$ cat config.mk
export PLATFORM = sky130hd
export DESIGN_NAME = parity_frame_tx
export DESIGN_NICKNAME = d
export VERILOG_FILES = /design/src/rtl/parity_frame_pkg.sv /design/src/rtl/parity_frame_tx_acc.sv /design/src/rtl/parity_frame_tx.sv
export SDC_FILE = /design/constraint.sdc
export NUM_CORES = 1
export LEC_CHECK = 0
export CAP_MARGIN = 20
export CORE_MARGIN = 5
export CORE_UTILIZATION = 47
export CTS_CLUSTER_DIAMETER = 40
export DETAILED_ROUTE_END_ITERATION = 6
export GPL_TIMING_DRIVEN = 1
export HOLD_SLACK_MARGIN = 0.12
export PLACE_DENSITY = 0.85
export SETUP_SLACK_MARGIN = 0.5
export SYNTH_ARGS = -nofsm -noshare
export SYNTH_HDL_FRONTEND = slang
export SYNTH_SLANG_ARGS = --single-unit
export TNS_END_PERCENT = 1
$ cat constraint.sdc
create_clock -name clk -period 1.45 [get_ports clk]
set_input_delay 0.145 -clock clk [delete_from_list [all_inputs] [get_ports clk]]
set_output_delay 0.145 -clock clk [all_outputs]
set_load 0.01 [all_outputs]
$ cat src/rtl/parity_frame_pkg.sv
// Shared definitions for the parity frame transmitter and its receive-side peer.
package parity_frame_pkg;

    localparam int unsigned STATE_W = 3;

    typedef enum logic [STATE_W-1:0] {
        ST_IDLE   = 3'd0,
        ST_START  = 3'd1,
        ST_DATA   = 3'd2,
        ST_PARITY = 3'd3,
        ST_STOP   = 3'd4
    } state_e;

    // Clock cycles from handshake to the end of the stop bit.
    function automatic int unsigned frame_len(input int unsigned data_w,
                                              input int unsigned clks_per_bit);
        return (data_w + 3) * clks_per_bit;
    endfunction

    // Counter width for a modulus of n, never narrower than one bit.
    function automatic int unsigned cnt_width(input int unsigned n);
        return (n > 1) ? int'($clog2(n)) : 1;
    endfunction

endpackage

$ cat src/rtl/parity_frame_tx_acc.sv
// One-bit running-XOR parity accumulator, shared with the receive side.
module parity_acc (
    input  logic clk,
    input  logic rst,
    input  logic load,
    input  logic load_val,
    input  logic en,
    input  logic bit_in,
    output logic acc,
    output logic acc_nxt_c
);

    logic acc_q;
    logic acc_d;

    // Load has priority; otherwise fold one bit in through the XOR cell.
    always_comb begin
        acc_d = acc_q;
        if (load) begin
            acc_d = load_val;
        end else if (en) begin
            acc_d = acc_q ^ bit_in;
        end
    end

    // Accumulator register.
    always_ff @(posedge clk or posedge rst) begin
        if (rst) begin
            acc_q <= 1'b0;
        end else begin
            acc_q <= acc_d;
        end
    end

    assign acc       = acc_q;
    assign acc_nxt_c = acc_d;

endmodule

$ cat src/rtl/parity_frame_tx.sv
// LSB-first serial frame transmitter: start, data, running-XOR parity, stop.
module parity_frame_tx
    import parity_frame_pkg::*;
#(
    parameter int unsigned DATA_W       = 8,
    parameter int unsigned CLKS_PER_BIT = 4,
    parameter bit          ODD          = 1'b0
) (
    input  logic              clk,
    input  logic              rst,
    input  logic [DATA_W-1:0] in_data,
    input  logic              in_valid,
    output logic              in_ready,
    output logic              out,
    output logic              busy,
    output logic              parity
);

    localparam int unsigned BIT_W  = cnt_width(DATA_W);
    localparam int unsigned BAUD_W = cnt_width(CLKS_PER_BIT);
    localparam logic [BIT_W-1:0]  BIT_LAST  = BIT_W'(DATA_W - 1);
    localparam logic [BAUD_W-1:0] BAUD_LAST = BAUD_W'(CLKS_PER_BIT - 1);

    state_e              state_q, state_d;
    logic [BAUD_W-1:0]   baud_q, baud_d;
    logic [BIT_W-1:0]    bit_q, bit_d;
    logic [DATA_W-1:0]   shift_q, shift_d;
    logic                out_q, out_d;
    logic                busy_q, busy_d;
    logic                in_ready_q, in_ready_d;
    logic                acc_load, acc_en, acc_q, acc_nxt;
    logic                baud_last;

    assign baud_last = (baud_q == BAUD_LAST);

    parity_acc u_acc (
        .clk       (clk),
        .rst       (rst),
        .load      (acc_load),
        .load_val  (ODD),
        .en        (acc_en),
        .bit_in    (shift_q[0]),
        .acc       (acc_q),
        .acc_nxt_c (acc_nxt)
    );

    // State, counters, shift register and registered outputs.
    always_ff @(posedge clk or posedge rst) begin
        if (rst) begin
            state_q    <= ST_IDLE;
            baud_q     <= '0;
            bit_q      <= '0;
            shift_q    <= '0;
            out_q      <= 1'b1;
            busy_q     <= 1'b0;
            in_ready_q <= 1'b1;
        end else begin
            state_q    <= state_d;
            baud_q     <= baud_d;
            bit_q      <= bit_d;
            shift_q    <= shift_d;
            out_q      <= out_d;
            busy_q     <= busy_d;
            in_ready_q <= in_ready_d;
        end
    end

    // Next state, bit timing and data-path updates.
    always_comb begin
        state_d  = state_q;
        baud_d   = baud_q;
        bit_d    = bit_q;
        shift_d  = shift_q;
        acc_load = 1'b0;
        acc_en   = 1'b0;
        if (state_q != ST_IDLE) begin
            baud_d = baud_last ? '0 : baud_q + BAUD_W'(1);
        end
        case (state_q)
            ST_IDLE: begin
                if (in_valid) begin
                    shift_d  = in_data;
                    baud_d   = '0;
                    bit_d    = '0;
                    acc_load = 1'b1;
                    state_d  = ST_START;
                end
            end
            ST_START: begin
                if (baud_last) state_d = ST_DATA;
            end
            ST_DATA: begin
                if (baud_last) begin
                    acc_en  = 1'b1;
                    shift_d = shift_q >> 1;
                    bit_d   = bit_q + BIT_W'(1);
                    if (bit_q == BIT_LAST) begin
                        bit_d   = '0;
                        state_d = ST_PARITY;
                    end
                end
            end
            ST_PARITY: begin
                if (baud_last) state_d = ST_STOP;
            end
            ST_STOP: begin
                if (baud_last) state_d = ST_IDLE;
            end
            default: state_d = ST_IDLE;
        endcase
    end

    // Output values for the state being entered, so they register with it.
    always_comb begin
        out_d      = 1'b1;
        busy_d     = (state_d != ST_IDLE);
        in_ready_d = (state_d == ST_IDLE);
        case (state_d)
            ST_START:  out_d = 1'b0;
            ST_DATA:   out_d = shift_d[0];
            ST_PARITY: out_d = acc_nxt;
            default:   out_d = 1'b1;
        endcase
    end

    assign out      = out_q;
    assign busy     = busy_q;
    assign in_ready = in_ready_q;
    assign parity   = acc_q;

endmodule

==> results list, run 1 <==
- Status: finished with violations
* Violated checks: setup timing
- Nets in the synthesized netlist: 118
- Number of levels the H-tree was split into: 1
- In the routed layout, each cell is associated on average with a via count of 5.51.
* Number of max-slew violations in the final report: 0
* Remaining routing DRC violations: 0
* Global-route wire length before repair: 4200 µm
- Adder-cell share of the synthesized area: 3.55%
- For this design the static power due to leakage is 0.673 nW.
- The worst setup path is captured at a flop.
- Max-cap violation count: 0
- Layout cells sized above 1: 38.7%
- In the final design database the tool counted 152 nets.
- The library cells used most frequently in the layout, excluding fill and tap cells, are sky130_fd_sc_hd__nand2_1 (18), sky130_fd_sc_hd__dfrtp_1 (17), sky130_fd_sc_hd__buf_4 (16).
- 15 I/O pins were placed.
- Final core utilization: 68.7%
- Hold slack final: 0.0960 ns
- Count of buffers from port buffering: 14
* Post-synthesis sequential area ratio: 47.6%
- Highest-utilization routing layer at the global route stage: met2
- DR iter-0 viols: 18
- Async SR Flop Fraction: 100%
* GRT met3 Usage: 4.75%
- Post-synth EDFFs: 0
* Synth warn: 0
- The number of global-route vias before repair came to 981.
* Number of cells on the worst reg-to-reg path: 5
* Worst R2R End: busy
- Slew at the pin with the worst max-slew slack: 0.401 ns
* Placement Cell Area: 0.00135 mm²
* Starting utilization of the core area: 48.7%
- TritonCTS clock tree: done
- Setup CP Type: reg -> reg
- A synthesized cell averages 10.2 µm².
* Met2 track demand over resource: 27.9%
- VDD sags by at most 0.975 mV.
* Number of distinct library cell variants in the gate-level netlist after synthesis: 38
- In the final routed layout, each cell accounts on average for 13.8 µm.
- Once detail routing completed, the nets flagged for antenna violations numbered 0.
- In the synthesized netlist the dominant register cell turns out to be sky130_fd_sc_hd__dfrtp_1.
- Before antenna repair, the detailed router went through 5 iterations.
- Across all layers, the routed design uses 909 vias.
* Worst-path fanout max: 2
- The cell count after synthesis came out at 104.
- Placed wire-length estimate: 1720 µm
- Final Hold Vio Count: 0
* Worst Clk Skew: 0.00972 ns
* Root cell of the clock tree: sky130_fd_sc_hd__clkbuf_4
- Data on the critical path arrives at its endpoint at 1.68 ns.
- Leaving out fill and tap cells, the most frequent cell in the layout is sky130_fd_sc_hd__nand2_1.
* Min cycle time layout: 1.49 ns
- The later pin in the worst-skew pair is clocked with a latency of 0.30 ns.
* Antenna cells: 0
* Critical R2R Launch: bit_q[0]
- Once layout is complete, the cells apart from fillers number 165.
- Met1 global-route usage: 19.0%
- Clock input transition at the sequential cells of the worst setup and hold paths: 0.12 ns
- The min-delay analysis places its worst path in the category in -> async.
* Final WL: 2280 µm
* Sum of negative setup slack: -0.0416 ns
- Clock Path Buffers: 2
* Dominant combinational cell family by area after synthesis: simple AND/OR/NAND/NOR gates
* Data required, critical path: 1.64 ns
- From bottom edge to top edge, the die measures 57.4 µm.
- STA classifies the critical path startpoint as a flop.
- Top post-synthesis cells by area: sky130_fd_sc_hd__dfrtp_1 (43%), sky130_fd_sc_hd__nand2_1 (6.7%), sky130_fd_sc_hd__dfstp_2 (5.0%)
- The synthesized netlist devotes 15.6% of its cell area to compound gates.
- Fin crit share: 102%
- Register bit total from synthesis: 20
- At the end of routability-driven placement, the weighted congestion stood at 0.816.
- Global Route Usage Sum: 16.0%
- Reg2reg setup slack: -0.04 ns
- The layout has 159 filler cells.
- Post-Synthesis Cell Area: 0.00106 mm²
- Clock tree synthesis found a total of 20 sinks.
- Number of buffers created by CTS: 3
- Fmax: 673 MHz
- Setup repair after global routing could not meet its margin everywhere.
- Headroom to the max-slew limit came out at 73.0%.
- Setup violations remaining at the end of the flow were counted as 2.
- Worst setup path startpoint: bit_q[0]
- The number of antenna violations at the first check in global routing was 0.
* Synthesis-to-finish area growth: 41.1%
- Across all setup checks in the final design, the least slack found is -0.0356 ns.
- The total overflow left after global routing is 0.
* Largest net degree at the start of global routing: 19
* Number of core rows: 17
- Registers take 504 µm².
- Library cell with the largest summed area after synthesis: sky130_fd_sc_hd__dfrtp_1
- Placed Cells incl. Taps: 156
* Worst slack after detailed placement: -0.110 ns
* Multiplexer fraction of the synthesized cell area: 0%
- The region available for standard cell placement spans 0.00217 mm².
- Non-Filler Cell Area, Final: 0.00149 mm²
- In this run the biggest area consumer among cell types represents 42.6% of the synthesized area.
- Die Footprint: 0.00330 mm²
- Dividing total power by cell area gives a power density of 2030 mW/mm².
* X dimension of the die: 57.4 µm
- Final total power: 3.03 mW
- Area share of xor/xnor cells in the synthesized design: 1.66%
* Simple logic cell fraction of the synthesized area: 25.8%
- Multi-input logic area: 571 µm²
routing by layer:
layer  vias up  routed length [µm]
met5         -                   0
met4         0                   0
li1        430                   -
met1       452                 919
met3         0                 136
met2        27                1220
registers in the layout, indices dropped and copies added, names as in the netlist:
name,cells
state_q,3
shift_q,8
baud_q,2
bit_q,3
in_ready,1
out,1
busy,1
u_acc.acc,1
cells in the mapped netlist (2+ instances only):
library cell and n:
sky130_fd_sc_hd__nor3_1 3, sky130_fd_sc_hd__inv_1 3, sky130_fd_sc_hd__buf_4 3, sky130_fd_sc_hd__nor2_1 6
sky130_fd_sc_hd__dfrtp_1 18, sky130_fd_sc_hd__nand3b_1 2, sky130_fd_sc_hd__nand2_1 19, sky130_fd_sc_hd__buf_6 2
sky130_fd_sc_hd__ha_1 3, sky130_fd_sc_hd__nand3_1 4, sky130_fd_sc_hd__a21oi_1 2, sky130_fd_sc_hd__xor2_1 2
sky130_fd_sc_hd__or2b_1 2, sky130_fd_sc_hd__nor2_2 2, sky130_fd_sc_hd__a22oi_1 6, sky130_fd_sc_hd__o21ai_0 4
sky130_fd_sc_hd__dfstp_2 2
report_power, final:
| part | internal, mW | switching, mW |
|---|---|---|
| logic | 0.819 | 0.698 |
| clock network | 0.279 | 0.176 |
| registers | 0.829 | 0.232 |
critical path, cell delays in order, from the launching register on:
cell and delay [ns]:
sky130_fd_sc_hd__dfrtp_1 0.41, sky130_fd_sc_hd__ha_2 0.20, sky130_fd_sc_hd__ha_4 0.16, sky130_fd_sc_hd__a311oi_2 0.22, sky130_fd_sc_hd__nor3b_2 0.09, sky130_fd_sc_hd__or3_1 0.31
worst max-delay path by stage:
| stage | to | slack [ns] | cells past startpoint |
|---|---|---|---|
| 2_1_floorplan | busy | -0.01 | 5 |
| 3_3_place_gp | u_acc.acc | -0.07 | 6 |
| 3_5_place_dp | in_ready | -0.11 | 6 |
| 4_1_cts | busy | -0.04 | 5 |
| 5_1_grt | busy | -0.07 | 5 |
| 6_report | busy | -0.04 | 5 |
cell type report:
cell class / count / area share [%]
timing repair buffer: 35 / 21.3
clock buffer: 3 / 1.51
clock inverter: 1 / 2.01
inverter: 3 / 0.755
multi-input combinational: 75 / 38.3
tap: 28 / 2.35
sequential: 20 / 33.8
kinds of logic (layout without fill, tap and decap cells):
family          Yosys count  in the layout
buf+inv                   9             42
flops                    20             20
xor+xnor                  2              2
compound gates           22             22
fa+ha+maj                 3              3
simple gates             48             48
repair_timing:
item | CTS | global route
resized for setup | 20 | 12
setup buffers | 4 | 1
setup endpoints to repair | 24 | 24
hold endpoints to repair | 7 | 7
pin swaps | 1 | 10
(Power assumes the default switching activity.)
==> run 2: changes to the inputs <==
- CORE_UTILIZATION: 47 -> 54
- DONT_BUFFER_PORTS: not set -> 1
- PLACE_DENSITY: 0.85 -> 0.84
==> run 2 against run 1 <==
The run still ends with setup timing left. Worst setup slack got worse by 0.011 ns. First-iteration DRC count is 39% lower. Sequential share of layout area rose by 0.14 points. Sequential cell count is the same. Maximum frequency fell by 0.71%. Total power decreased by 0.19%. Count of clock-buffer cells in the layout up 1. Cell count is 3.0% lower. Clock power fell by 28%. Critical endpoint is now u_acc.acc. Largest cell class unchanged.
==> results list, run 2 (synthesized netlist as in run 1, its figures left out) <==
- Summing over every cut layer, the via total after detailed routing is 894.
- Using the TritonRoute via totals, the vias-per-cell ratio works out to 5.59.
- Sum of negative setup slack: -0.0891 ns
- PwrDens: 2030 mW/mm²
* Worst-path fanout max: 18
- Data required, critical path: 1.69 ns
- The register with the most flip-flops in the layout has 8 of them.
- Status: finished with violations
- Routed wire length per instance: 17.5 µm
- CP endpoint kind: flop
- Final WL: 2800 µm
- Measured against its own limit, the worst slew margin works out to 77.6%.
- Worst Clk Skew: 0.00729 ns
- Remaining number of nets flagged by the antenna check after routing: 0
* Fin crit share: 103%
* Vias in the first global route: 971
- For this run, design rule violations remaining after detail routing come to 0.
* Worst path arrival time: 1.74 ns
- Placement Cell Area: 0.00121 mm²
- CP max stage cell: sky130_fd_sc_hd__dfrtp_1
- In this run the static leakage power is 0.657 nW.
- Row generation in the floorplan step produced 16 rows.
- Largest reg by FF count: shift_q
- The first global-routing pass estimated 4350 µm of wire.
- The repair_antennas step left the layout with diodes totalling 0.
* Slew at the pin with the worst max-slew slack: 0.335 ns
* Final-report setup violation count: 3
- Count of buffers from port buffering: 0
- Fmax: 668 MHz
- Together, buffers and inverters on the worst path number 2.
* Regs by FF count: shift_q: 8 flops, bit_q: 3 flops, state_q: 3 flops
* Number of cells on the worst reg-to-reg path: 6
- After layout, the worst setup slack is -0.0462 ns.
- Entering global routing, the biggest net connects 21 pins.
* Clock latency on the worst-skew pair: 0.30 ns
* Path class of the lowest-slack min-delay path: in -> reg
- Setup repair after global routing could not meet its margin everywhere.
- Detailed placement ended at an HPWL of 1660 µm.
- Violated checks: setup timing
- Leading cell type in the layout, fill and taps excluded: sky130_fd_sc_hd__nand2_1
* Element type at the critical path start: flop
- Layout cells sized above 1: 42.1%
- The first TritonRoute pass finished after 4 iterations.
- The hold violation count in the final report was 0.
- Number of clock sinks seen by CTS: 20
- In the layout the commonest cells are sky130_fd_sc_hd__nand2_1 (18), sky130_fd_sc_hd__dfrtp_1 (15), sky130_fd_sc_hd__buf_4 (15).
- On the worst path, the slowest cell contributes a delay of 0.40 ns.
- Root cell of the clock tree: sky130_fd_sc_hd__clkbuf_4
* Final-layout fill cell count: 133
- Clock Path Buffers: 2
* Final core utilization: 77.7%
* Setup CP Type: reg -> reg
- Min cycle time layout: 1.50 ns
- Max-cap violation count: 0
* Top Ports: 15
- Non-Filler Cell Area, Final: 0.00149 mm²
* Multi-input logic area: 616 µm²
- In this run the vertical extent of the chip is 54.3 µm.
* Storage element area: 507 µm²
* Worst slack after detailed placement: -0.0719 ns
* Clock input transition at the sequential cells of the worst setup and hold paths: 0.12 ns
- Compared with the post-synthesis result, the final layout area differs by 41.2%.
* Worst R2R End: u_acc.acc
* Fin nets: 148
- The final count of pins violating max slew is 0.
- Kind of cell adding the most delay to the critical path: simple AND/OR/NAND/NOR gates
- Summed over all layers, the global routing overflow is 0.
- The congestion estimate from routability-driven global placement came to 0.728.
- In this run the number of H-tree levels came out at 1.
- In this run the register-to-register setup slack is -0.05 ns.
- In this run the standard cell core region covers 0.00192 mm².
- Final total power: 3.03 mW
* CP cell instances: buf_12, nor4bb_4, buf_6, nand2_2, xor2_2, nor2_2
- From left edge to right edge, the die measures 54.3 µm.
* Number of buffers created by CTS: 3
* Global Route Usage Sum: 21.2%
* TritonCTS clock tree: done
- End point of the worst hold path: shift_q[0]
- The worst hold path passes through 2 cells.
- The worst register-to-register path begins at state_q[1].
- Starting utilization of the core area: 55.0%
- Die Footprint: 0.00294 mm²
- After the first detailed-routing iteration, the DRC count stood at 11.
- The startpoint identified for the worst hold timing path is in_valid.
- Antenna violations before repair: 0
- Maximum VDD drop: 1.40 mV
-- run 2: cell count changes in the layout (fill, tap and decap cells not counted), moves of 2 or more --
cell	previous run	this run
sky130_fd_sc_hd__dfrtp_1	17	15
sky130_fd_sc_hd__nor3_2	1	3
sky130_fd_sc_hd__nor3_1	2	0
sky130_fd_sc_hd__buf_2	2	0
sky130_fd_sc_hd__dfrtp_2	1	3
sky130_fd_sc_hd__clkdlybuf4s50_1	10	0
sky130_fd_sc_hd__dlygate4sd3_1	0	10
-- run 2: worst max path at each step --
stage                     slack [ns]       start  cells past startpoint   endpoint
final                          -0.05  state_q[1]                      6  u_acc.acc
after global routing           -0.10  state_q[1]                      6  u_acc.acc
after CTS                      -0.08    bit_q[0]                      5       busy
after detailed placement       -0.07    bit_q[0]                      5       busy
after global placement         -0.03   baud_q[1]                      6  u_acc.acc
after floorplan                -0.01   baud_q[0]                      5       busy
-- run 2: layout make-up --
| type | count | share of cell area (%) |
|---|---|---|
| flip-flops and latches | 20 | 33.9 |
| multi-input cells | 75 | 41.2 |
| clock buffers | 4 | 2.43 |
| repair buffers | 31 | 19.4 |
| inverters | 3 | 0.754 |
| well taps | 27 | 2.26 |
-- run 2: per-layer routing --
layer | global-route usage, % | part of all wire, % | up-vias
met5 | 0 | 0 | -
met4 | 8.71 | 3.3 | 0
met3 | 3.54 | 3.6 | 12
met2 | 40.4 | 58 | 27
met1 | 22.5 | 35 | 436
li1 | - | - | 419
-- run 2: power by group --
part           switching, mW  internal [mW]
Clock                  0.173          0.153
Combinational          0.776          0.826
Sequential             0.264          0.835
Total                   1.21           1.81
-- run 2: repair_timing --
action	CTS	global route
setup buffers	2	2
gates cloned	0	0
endpoints found under the setup margin	22	23
resized for setup	14	10
hold endpoints to repair	29	1
pin swaps	14	12
hold buffers	9	1
-- run 2: worst reg2reg max path, cell delays in order (launching register included) --
cell                       delay (ns)
sky130_fd_sc_hd__dfrtp_1         0.40
sky130_fd_sc_hd__buf_12          0.17
sky130_fd_sc_hd__nor4bb_4        0.35
sky130_fd_sc_hd__buf_6           0.20
sky130_fd_sc_hd__nand2_2         0.07
sky130_fd_sc_hd__xor2_2          0.15
sky130_fd_sc_hd__nor2_2          0.09
-- run 2: metrics by stage --
step | hold WS [ns] | instances
2_1_floorplan | 0.107 | 104
3_3_place_gp | 0.0692 | 142
3_5_place_dp | 0.0901 | 142
4_1_cts | 0.124 | 157
5_1_grt | 0.189 | 160
6_report | 0.199 | 160
